File: src/rtl/masked_gf24_mul_pipe_pkg.sv
// -----------------------------------------------------------------------------
// masked_gf24_mul_pipe_pkg
// Purpose : Shared constants and helper functions for the masked GF(2^4)
//           multiplier pipeline.
//           - Index helpers: random-pair count, lexicographic pair index, and
//             bit offsets of share/random nibbles inside the packed buses.
//           - GF(2^2) primitives for the normal-basis tower field.
//
// Field representation (normal-basis tower):
//   GF(2^2): nibble bits [1:0] = coefficients of (W^2, W), where W^2+W+1 = 0.
//            The identity is 2'b11.
//   GF(2^4): nibble bits [3:2] = coefficient of Z^4, bits [1:0] = coefficient
//            of Z, where Z^2+Z+N = 0 and N = W^2 (2'b10).
//            The identity is 4'hF.
// -----------------------------------------------------------------------------
package masked_gf24_mul_pipe_pkg;

  localparam int NIB = 4;

  typedef logic [NIB-1:0] nib_t;
  typedef logic [1:0]     gf4_t;

  // Number of fresh random nibbles needed per lane: one per unordered share pair.
  function automatic int nrnd(input int nshare);
    return nshare * (nshare - 1) / 2;
  endfunction

  // Lexicographic index of the unordered pair {i, j}, i != j.
  // Order is (0,1), (0,2), ..., (1,2), ...
  function automatic int pair_idx(input int i, input int j, input int nshare);
    int a;
    int b;
    a = (i < j) ? i : j;
    b = (i < j) ? j : i;
    return a * nshare - (a * (a + 1)) / 2 + (b - a - 1);
  endfunction

  // Bit offset of share 'share' of lane 'lane' in an x/y/z bus.
  function automatic int share_off(input int lane, input int share, input int nshare);
    return (lane * nshare + share) * NIB;
  endfunction

  // Bit offset of random nibble 'pair' of lane 'lane' in the rnd bus.
  function automatic int rnd_off(input int lane, input int pair, input int nrnd_lane);
    return (lane * nrnd_lane + pair) * NIB;
  endfunction

  // GF(2^2) multiply, normal basis (W^2, W).
  function automatic gf4_t gf4_mul(input gf4_t a, input gf4_t b);
    logic e;
    e = (a[1] ^ a[0]) & (b[1] ^ b[0]);
    return {(a[1] & b[1]) ^ e, (a[0] & b[0]) ^ e};
  endfunction

  // GF(2^2) scale by N = W^2.
  function automatic gf4_t gf4_scl_n(input gf4_t a);
    return {a[0], a[1] ^ a[0]};
  endfunction

endpackage : masked_gf24_mul_pipe_pkg

File: src/rtl/masked_gf24_mul_pipe_gf24mul.sv
// -----------------------------------------------------------------------------
// gf24mul
// Purpose : Combinational GF(2^4) multiplier in the normal-basis tower field.
//           It operates on a single share of each operand, so it never
//           combines two shares of the same operand.
// Ports   : in0  - multiplicand nibble
//           in1  - multiplier nibble
//           out0 - product nibble
// -----------------------------------------------------------------------------
module gf24mul
  import masked_gf24_mul_pipe_pkg::*;
(
  input  logic [3:0] in0,
  input  logic [3:0] in1,
  output logic [3:0] out0
);

  gf4_t a_hi;
  gf4_t a_lo;
  gf4_t b_hi;
  gf4_t b_lo;
  gf4_t e;

  assign a_hi = in0[3:2];
  assign a_lo = in0[1:0];
  assign b_hi = in1[3:2];
  assign b_lo = in1[1:0];

  // The cross term N*(a_hi+a_lo)*(b_hi+b_lo) is common to both output halves.
  assign e = gf4_scl_n(gf4_mul(a_hi ^ a_lo, b_hi ^ b_lo));

  assign out0 = {gf4_mul(a_hi, b_hi) ^ e, gf4_mul(a_lo, b_lo) ^ e};

endmodule : gf24mul

File: src/rtl/masked_gf24_mul_pipe.sv
// -----------------------------------------------------------------------------
// masked_gf24_mul_pipe
// Purpose : Two-stage, domain-oriented-masking (DOM-indep) GF(2^4) multiplier.
//           It performs LANES independent multiplications per transfer, with
//           NSHARE Boolean shares per operand.
//           - Stage 1 registers every share product x_i*y_j. Each cross
//             product (i != j) is first re-masked with a fresh nibble r_ij.
//           - Stage 2 folds row i into output share z_i.
// Ports   : clk        - clock, all state on rising edge
//           rst        - synchronous active-high reset
//           in_valid   - operand transfer offered
//           in_ready   - operands accepted (with in_valid)
//           x, y       - operand shares, lane l share s at [(l*NSHARE+s)*4 +: 4]
//           rnd        - fresh randomness, lane l pair p at [(l*NRND+p)*4 +: 4]
//           rnd_valid  - rnd holds unused randomness
//           rnd_ready  - rnd consumed (with rnd_valid)
//           out_valid  - z holds product shares
//           out_ready  - downstream accepts z
//           z          - product shares, same packing as x
// -----------------------------------------------------------------------------
module masked_gf24_mul_pipe
  import masked_gf24_mul_pipe_pkg::*;
#(
  parameter int NSHARE = 2,
  parameter int LANES  = 1
) (
  input  logic                          clk,
  input  logic                          rst,
  input  logic                          in_valid,
  output logic                          in_ready,
  input  logic [LANES*NSHARE*NIB-1:0]   x,
  input  logic [LANES*NSHARE*NIB-1:0]   y,
  input  logic [LANES*nrnd(NSHARE)*NIB-1:0] rnd,
  input  logic                          rnd_valid,
  output logic                          rnd_ready,
  output logic                          out_valid,
  input  logic                          out_ready,
  output logic [LANES*NSHARE*NIB-1:0]   z
);

  localparam int NRND = nrnd(NSHARE);

  // Stage-1 terms indexed [lane][row i][column j]; stage-2 shares [lane][i].
  logic [LANES-1:0][NSHARE-1:0][NSHARE-1:0][NIB-1:0] s1_d;
  logic [LANES-1:0][NSHARE-1:0][NSHARE-1:0][NIB-1:0] s1_q;
  logic [LANES-1:0][NSHARE-1:0][NIB-1:0]             z_d;
  logic [LANES-1:0][NSHARE-1:0][NIB-1:0]             z_q;
  logic                                              s1_valid;
  logic                                              out_valid_q;
  logic                                              adv;
  logic                                              fire;

  // The whole pipeline moves together unless the output is stalled.
  assign adv  = !(out_valid_q && !out_ready);
  assign fire = in_valid && rnd_valid && adv && !rst;

  // Each ready is the ready half of its own handshake and does not wait on
  // that handshake's valid; both are held low during reset.
  assign in_ready  = adv && rnd_valid && !rst;
  assign rnd_ready = adv && in_valid && !rst;

  // ---------------------------------------------------------------------------
  // Share products: one multiplier per (lane, i, j). Cross terms are
  // re-masked before they reach a register. A nibble is shared by (i,j) and
  // (j,i), so it cancels in the unmasked result.
  // ---------------------------------------------------------------------------
  for (genvar l = 0; l < LANES; l++) begin : g_lane
    for (genvar i = 0; i < NSHARE; i++) begin : g_row
      for (genvar j = 0; j < NSHARE; j++) begin : g_col
        logic [NIB-1:0] prod;

        gf24mul u_mul (
          .in0  (x[share_off(l, i, NSHARE) +: NIB]),
          .in1  (y[share_off(l, j, NSHARE) +: NIB]),
          .out0 (prod)
        );

        if (i == j) begin : g_diag
          assign s1_d[l][i][j] = prod;
        end else begin : g_cross
          assign s1_d[l][i][j] = prod ^ rnd[rnd_off(l, pair_idx(i, j, NSHARE), NRND) +: NIB];
        end
      end
    end
  end

  // ---------------------------------------------------------------------------
  // Stage-2 compression: z_i = XOR over j of stage-1 term (i, j).
  // Only registered terms are combined here.
  // ---------------------------------------------------------------------------
  always_comb begin
    // NOTE: default assignment first so no path through this block can infer a latch.
    z_d = '0;
    for (int l = 0; l < LANES; l++) begin
      for (int i = 0; i < NSHARE; i++) begin
        for (int j = 0; j < NSHARE; j++) begin
          z_d[l][i] = z_d[l][i] ^ s1_q[l][i][j];
        end
      end
    end
  end

  // ---------------------------------------------------------------------------
  // Pipeline registers
  // ---------------------------------------------------------------------------
  always_ff @(posedge clk) begin
    if (rst) begin
      // NOTE: data registers are reset as well as valids, so no share
      // material survives a reset; the pipeline is small enough that this is cheap.
      s1_valid    <= 1'b0;
      s1_q        <= '0;
      out_valid_q <= 1'b0;
      z_q         <= '0;
    end else if (adv) begin
      // NOTE: non-blocking assignments give every register its pre-edge value,
      // so stage 2 captures what stage 1 held before this edge.
      s1_valid    <= fire;
      s1_q        <= fire ? s1_d : '0;  // a bubble flushes stale shares to zero
      out_valid_q <= s1_valid;
      z_q         <= z_d;
    end
  end

  assign out_valid = out_valid_q;
  assign z         = z_q;

endmodule : masked_gf24_mul_pipe
File: config.mk
export PLATFORM = sky130hd
export DESIGN_NAME = masked_gf24_mul_pipe
export DESIGN_NICKNAME = d
export VERILOG_FILES = /design/src/rtl/masked_gf24_mul_pipe_pkg.sv /design/src/rtl/masked_gf24_mul_pipe_gf24mul.sv /design/src/rtl/masked_gf24_mul_pipe.sv
export SDC_FILE = /design/constraint.sdc
export NUM_CORES = 1
export LEC_CHECK = 0
export ABC_AREA = 1
export CAP_MARGIN = 0
export CORE_MARGIN = 2
export CORE_UTILIZATION = 36
export CTS_BUF_LIST = sky130_fd_sc_hd__clkbuf_16
export DETAILED_ROUTE_END_ITERATION = 8
export SLEW_MARGIN = 10
export SYNTH_ARGS = -nofsm -noshare
export SYNTH_HDL_FRONTEND = slang
export SYNTH_SLANG_ARGS = --single-unit
File: constraint.sdc
create_clock -name clk -period 1.4 [get_ports clk]
set_clock_uncertainty 0.2 [all_clocks]
set_input_delay 0.28 -clock clk [delete_from_list [all_inputs] [get_ports clk]]
set_output_delay 0.28 -clock clk [all_outputs]
set_load 0.01 [all_outputs]
Yosys cells after proc, flatten, opt, wreduce, memory -nomap -nowiden --
Index checks and enable logic that the tools add are counted.
Storage, ports and cells: output and inout port bits 11, RAM bits 0, bits in latches 0, logic and storage cells 112, ROM bits 0, bits in registers 26, input bits 25, memories 0
Operators by class: muxes and demuxes 1, bitwise operators 92, add/sub/neg operators 0, multipliers 0, magnitude comparators 0, reductions and logical operators 11, shift operators 0, divide/modulo/power cells 0, equality and inequality tests 0
Operators by type and width (count):
- bitwise XOR 1 bit | 40
- bitwise AND 1 bit | 36
- bitwise XOR 2 bit | 12
- 2-to-1 mux 16 bit | 1
- bitwise XOR 4 bit | 4
- logical AND 1 bit | 8
- zero test 1 bit | 3

Longest topological paths before layout --
word-level depth 8, gate-level depth with buffers 12, mapped depth without buffers 12

Modules after synthesis --
Synthesis repeated with hierarchy kept, for this count alone.
Second synthesis, totals: cells, all modules 487, area total of the unflattened synthesis 2766.4 µm²
By module, submodules not included:
- gf24mul | instances 4, cells an instance 83, seq. area each 0.0 µm², area each 377.9 µm²
- masked_gf24_mul_pipe | instances 1, cells an instance 155, seq. area each 520.5 µm², area each 1255.0 µm²

Least setup slack after synthesis --
No wires, ideal clock.
path kind register to register, from register out_valid_q (netlist: out_valid), to register s1_q[11] (netlist name), stages on the path, launching flop included 9, arrival time 1.147 ns, data required time 1.087 ns, buffers on the path 1, setup slack -0.060 ns, setup time 0.113 ns, period minus slack after synthesis 1.460 ns, cells stage by stage dfxtp_1 > inv_1 > nor2_1 > nor2_1 > nand2_1 > inv_2 > buf_4 > nand3_1 > nand2_1
On the way: longest elaborated chain between the ends 5
Ends and longest elaborated chain:
- start, declared | line masked_gf24_mul_pipe.sv:49 | logic out_valid_q;
- start signal, assigned | line masked_gf24_mul_pipe.sv:119 | out_valid_q <= s1_valid;
- logical AND 1 bit (*) | line masked_gf24_mul_pipe.sv:54 | assign adv = !(out_valid_q && !out_ready);
- zero test 1 bit | line masked_gf24_mul_pipe.sv:54
- logical AND 1 bit (2 in a row) | line masked_gf24_mul_pipe.sv:55 | assign fire = in_valid && rnd_valid && adv && !rst;
- 2-to-1 mux 16 bit | line masked_gf24_mul_pipe.sv:118 | s1_q <= fire ? s1_d : '0;
- end signal, assigned | line masked_gf24_mul_pipe.sv:118
- end, declared | line masked_gf24_mul_pipe.sv:45 | logic [LANES-1:0][NSHARE-1:0][NSHARE-1:0][NIB-1:0] s1_q;
Every way passes the cells marked *; elsewhere a longest branch is shown, timed or not. A chain may end at the register's enable or synchronous reset.

Worst setup path in the final report --
from register out_valid_q (netlist: out_valid), to register s1_q[6] (netlist name)
Same word-level chain as after synthesis.

==> metrics.txt <==
Fmax achieved 684 MHz; Non-Filler Instances 535; Max VDD drop 0.485 mV; Hold Buf Count CTS 0; RSZ-0062 raised after global routing yes; Synth top area share 32.4%; Mapped Avg Cell Area 5.66 um^2; clock buffer depth 2; Hold Path Class input pin to flop; Critical R2R Launch out_valid$_SDFFE_PP0N_; yosys warns 0; Initial Util 36.6%; Via Count ~2.5k; Synthesized Nets 404; CTS tree yes; largest net degree at the start of global routing 15; CP Data Arrival Time 1410 ps; Final Util between 50% and 60%; DIE WIDTH slightly above 80 um; Cell Area, Placed 2830 um^2; Final Hold Viols 0; Ports 36; H-Tree Level Count 1; final WL 6160 um; WHS ~240 ps; Final ANT Viol Nets 0; Final WS setup -61.7 ps; first-pass GRT wire length 9980 um; Final nets 486; Worst R2R Path Depth 8; hold path startpoint rst; Slew HR 78.5%; FF-to-FF setup slack -60 ps; vias in the first global route about 2.3k; Power Total approximately 2.3 mW; leading cell type by number of instances after synthesis nand2_1; worst-skew pair later-pin latency roughly 250 ps; drt wl/cell roughly 12 um; Worst Max-Slew Pin Slew 318 ps; Synth top cells by count nand2_1 (185), nand3_1 (35), dfxtp_1 (26), inv_1 (23), o21ai_0 (18); fraction of registers with async set or reset after synthesis 0%; vias per cell between 4 and 5; met2 GRT Util 34.6%; number of synthesized flops with an enable pin 0; First-pass DRT Iterations 4; CP Capture Type flop; top post-synthesis cells by area nand2_1 (32%), dfxtp_1 (24%), nand3_1 (8.2%); clock slew at reported path FFs 60 ps; Synth Instances 379; layout cells sized above 1 a little under two fifths; met3 Resource Use GR 1.44%; leak pwr 1.69 nW; DRC 0; First DRT Iteration DRCs approximately 120; synthesis-stage register bit count 26; Tcrit/Tclk final 104%; Die ar. 6590 um^2; reg2reg end s1_q[6]$_SDFFE_PP0N_; total global-route track usage between 10% and 20%; initial antenna violation count 0; CTS root buffer clkbuf_16; prevailing post-synth register cell dfxtp_1; DP Cell Count 517; failing checks negative setup slack; Fin Setup TNS -253 ps; Period minus WS final roughly 1500 ps; CP max FO 8; Final setup viols 8; distinct cell type count of the synthesized netlist 23; Port-buffer cells 35; global route hottest layer met2; pre-CTS setup slack -688 ps; Crit Path Category flop to flop; met1 GRT Util between 20% and 30%; Worst Hold Depth 3; n_diodes 0; std cell rows 28; worst hold endpoint out_valid$_SDFFE_PP0N_; top cell type by total area after synthesis nand2_1; Post-DP HPWL 4730 um; Critical Path RT 1350 ps; pwr dens 715 nW/um^2; Die Ht 81.2 um; area grow syn2layout 51.3%; Final Cell Area 3240 um^2; core area 5850 um^2; GRT overflow 0; Startpoint Class flop; Max Cap Viol 0; Placer Congestion 0.867; CTS sink cnt 26; Slew Viols, Final 0; Mapped Area 2140 um^2; TritonCTS Buffers 3; sequential cell area fraction in the yosys report between 20 and 25%; status complete, but fails checks
state kept, by name, indices dropped and copies added, names as in the netlist:
name / cells
s1_q: 16
z: 8
s1_valid: 1
out_valid: 1
worst max-delay path, cell delays in order (launching register included):
cell	delay, ps
dfxtp_2	330
inv_2	40
nor2_4	110
nor2_2	50
buf_4	130
nand2_4	70
clkinvlp_4	230
nand3_2	140
nand2_1	60
final cells by class:
class / count / area (um^2)
Multi-Input combinational cell: 310 / 1750
Timing Repair inverter: 1 / 7.51
Timing Repair Buffer: 79 / 627
Tap cell: 75 / 93.8
Inverter: 40 / 164
Sequential cell: 26 / 522
Fill cell: 599 / 2610
Clock inverter: 1 / 3.75
Clock buffer: 3 / 75.1
worst max-delay path by stage:
stage	from	to	cells after the start	slack, ps
4_1_cts	out_valid$_SDFFE_PP0N_	s1_q[3]$_SDFFE_PP0N_	8	-120
6_report	out_valid$_SDFFE_PP0N_	s1_q[6]$_SDFFE_PP0N_	8	-60
3_5_place_dp	y[1]	s1_q[1]$_SDFFE_PP0N_	9	-690
2_1_floorplan	out_valid$_SDFFE_PP0N_	s1_q[11]$_SDFFE_PP0N_	8	9
5_1_grt	out_valid$_SDFFE_PP0N_	s1_q[6]$_SDFFE_PP0N_	8	-130
3_3_place_gp	y[1]	s1_q[1]$_SDFFE_PP0N_	9	-670
cell usage in the layout, fill, tap and decap left out, types with 2 or more instances in the layout:
master / instances
a21oi_1: 8
buf_2: 16
buf_4: 39
buf_6: 3
clkbuf_16: 3
clkbuf_4: 2
clkdlybuf4s50_1: 2
dfxtp_1: 25
dlygate4sd2_1: 14
inv_1: 16
inv_2: 21
nand2_1: 154
nand2_2: 38
nand2_4: 10
nand3_1: 26
nand3_2: 10
nand4_1: 2
nor2_1: 7
nor2_2: 4
nor2_4: 3
o211ai_1: 2
o21ai_0: 14
o21ai_1: 7
o21ai_2: 2
xnor2_1: 8
xor2_1: 2
xor2_2: 9
report_power, final:
| part | internal (mW) | switching, mW |
|---|---|---|
| clock | 0.381 | 0.232 |
| combinational | 0.367 | 0.537 |
| sequential | 0.780 | 0.0210 |
metal layers:
layer	routed length, um	share of wire (%)	vias up
li1	-	-	1345
met1	2760	45	1105
met2	3020	49	50
met3	235	3.8	9
met4	137	2.2	0
met5	0	0	-
logic make-up after synthesis:
group	share of synthesized area, %
and+or+nand+nor	49.9
buffers and inverters	7.88
AOI/OAI and AO/OA	8.70
DFF	24.3
xor gates and xnor gates	9.28
repair_timing:
action                                  in CTS  in global routing
setup buffers                                7                  7
gates cloned                                 3                  0
gates resized for setup                    128                 55
endpoints found under the hold margin        0                  0
pin swaps                                   33                 27
endpoints found under the setup margin      35                 19
No activity file was read; power rests on OpenSTA's default activity.
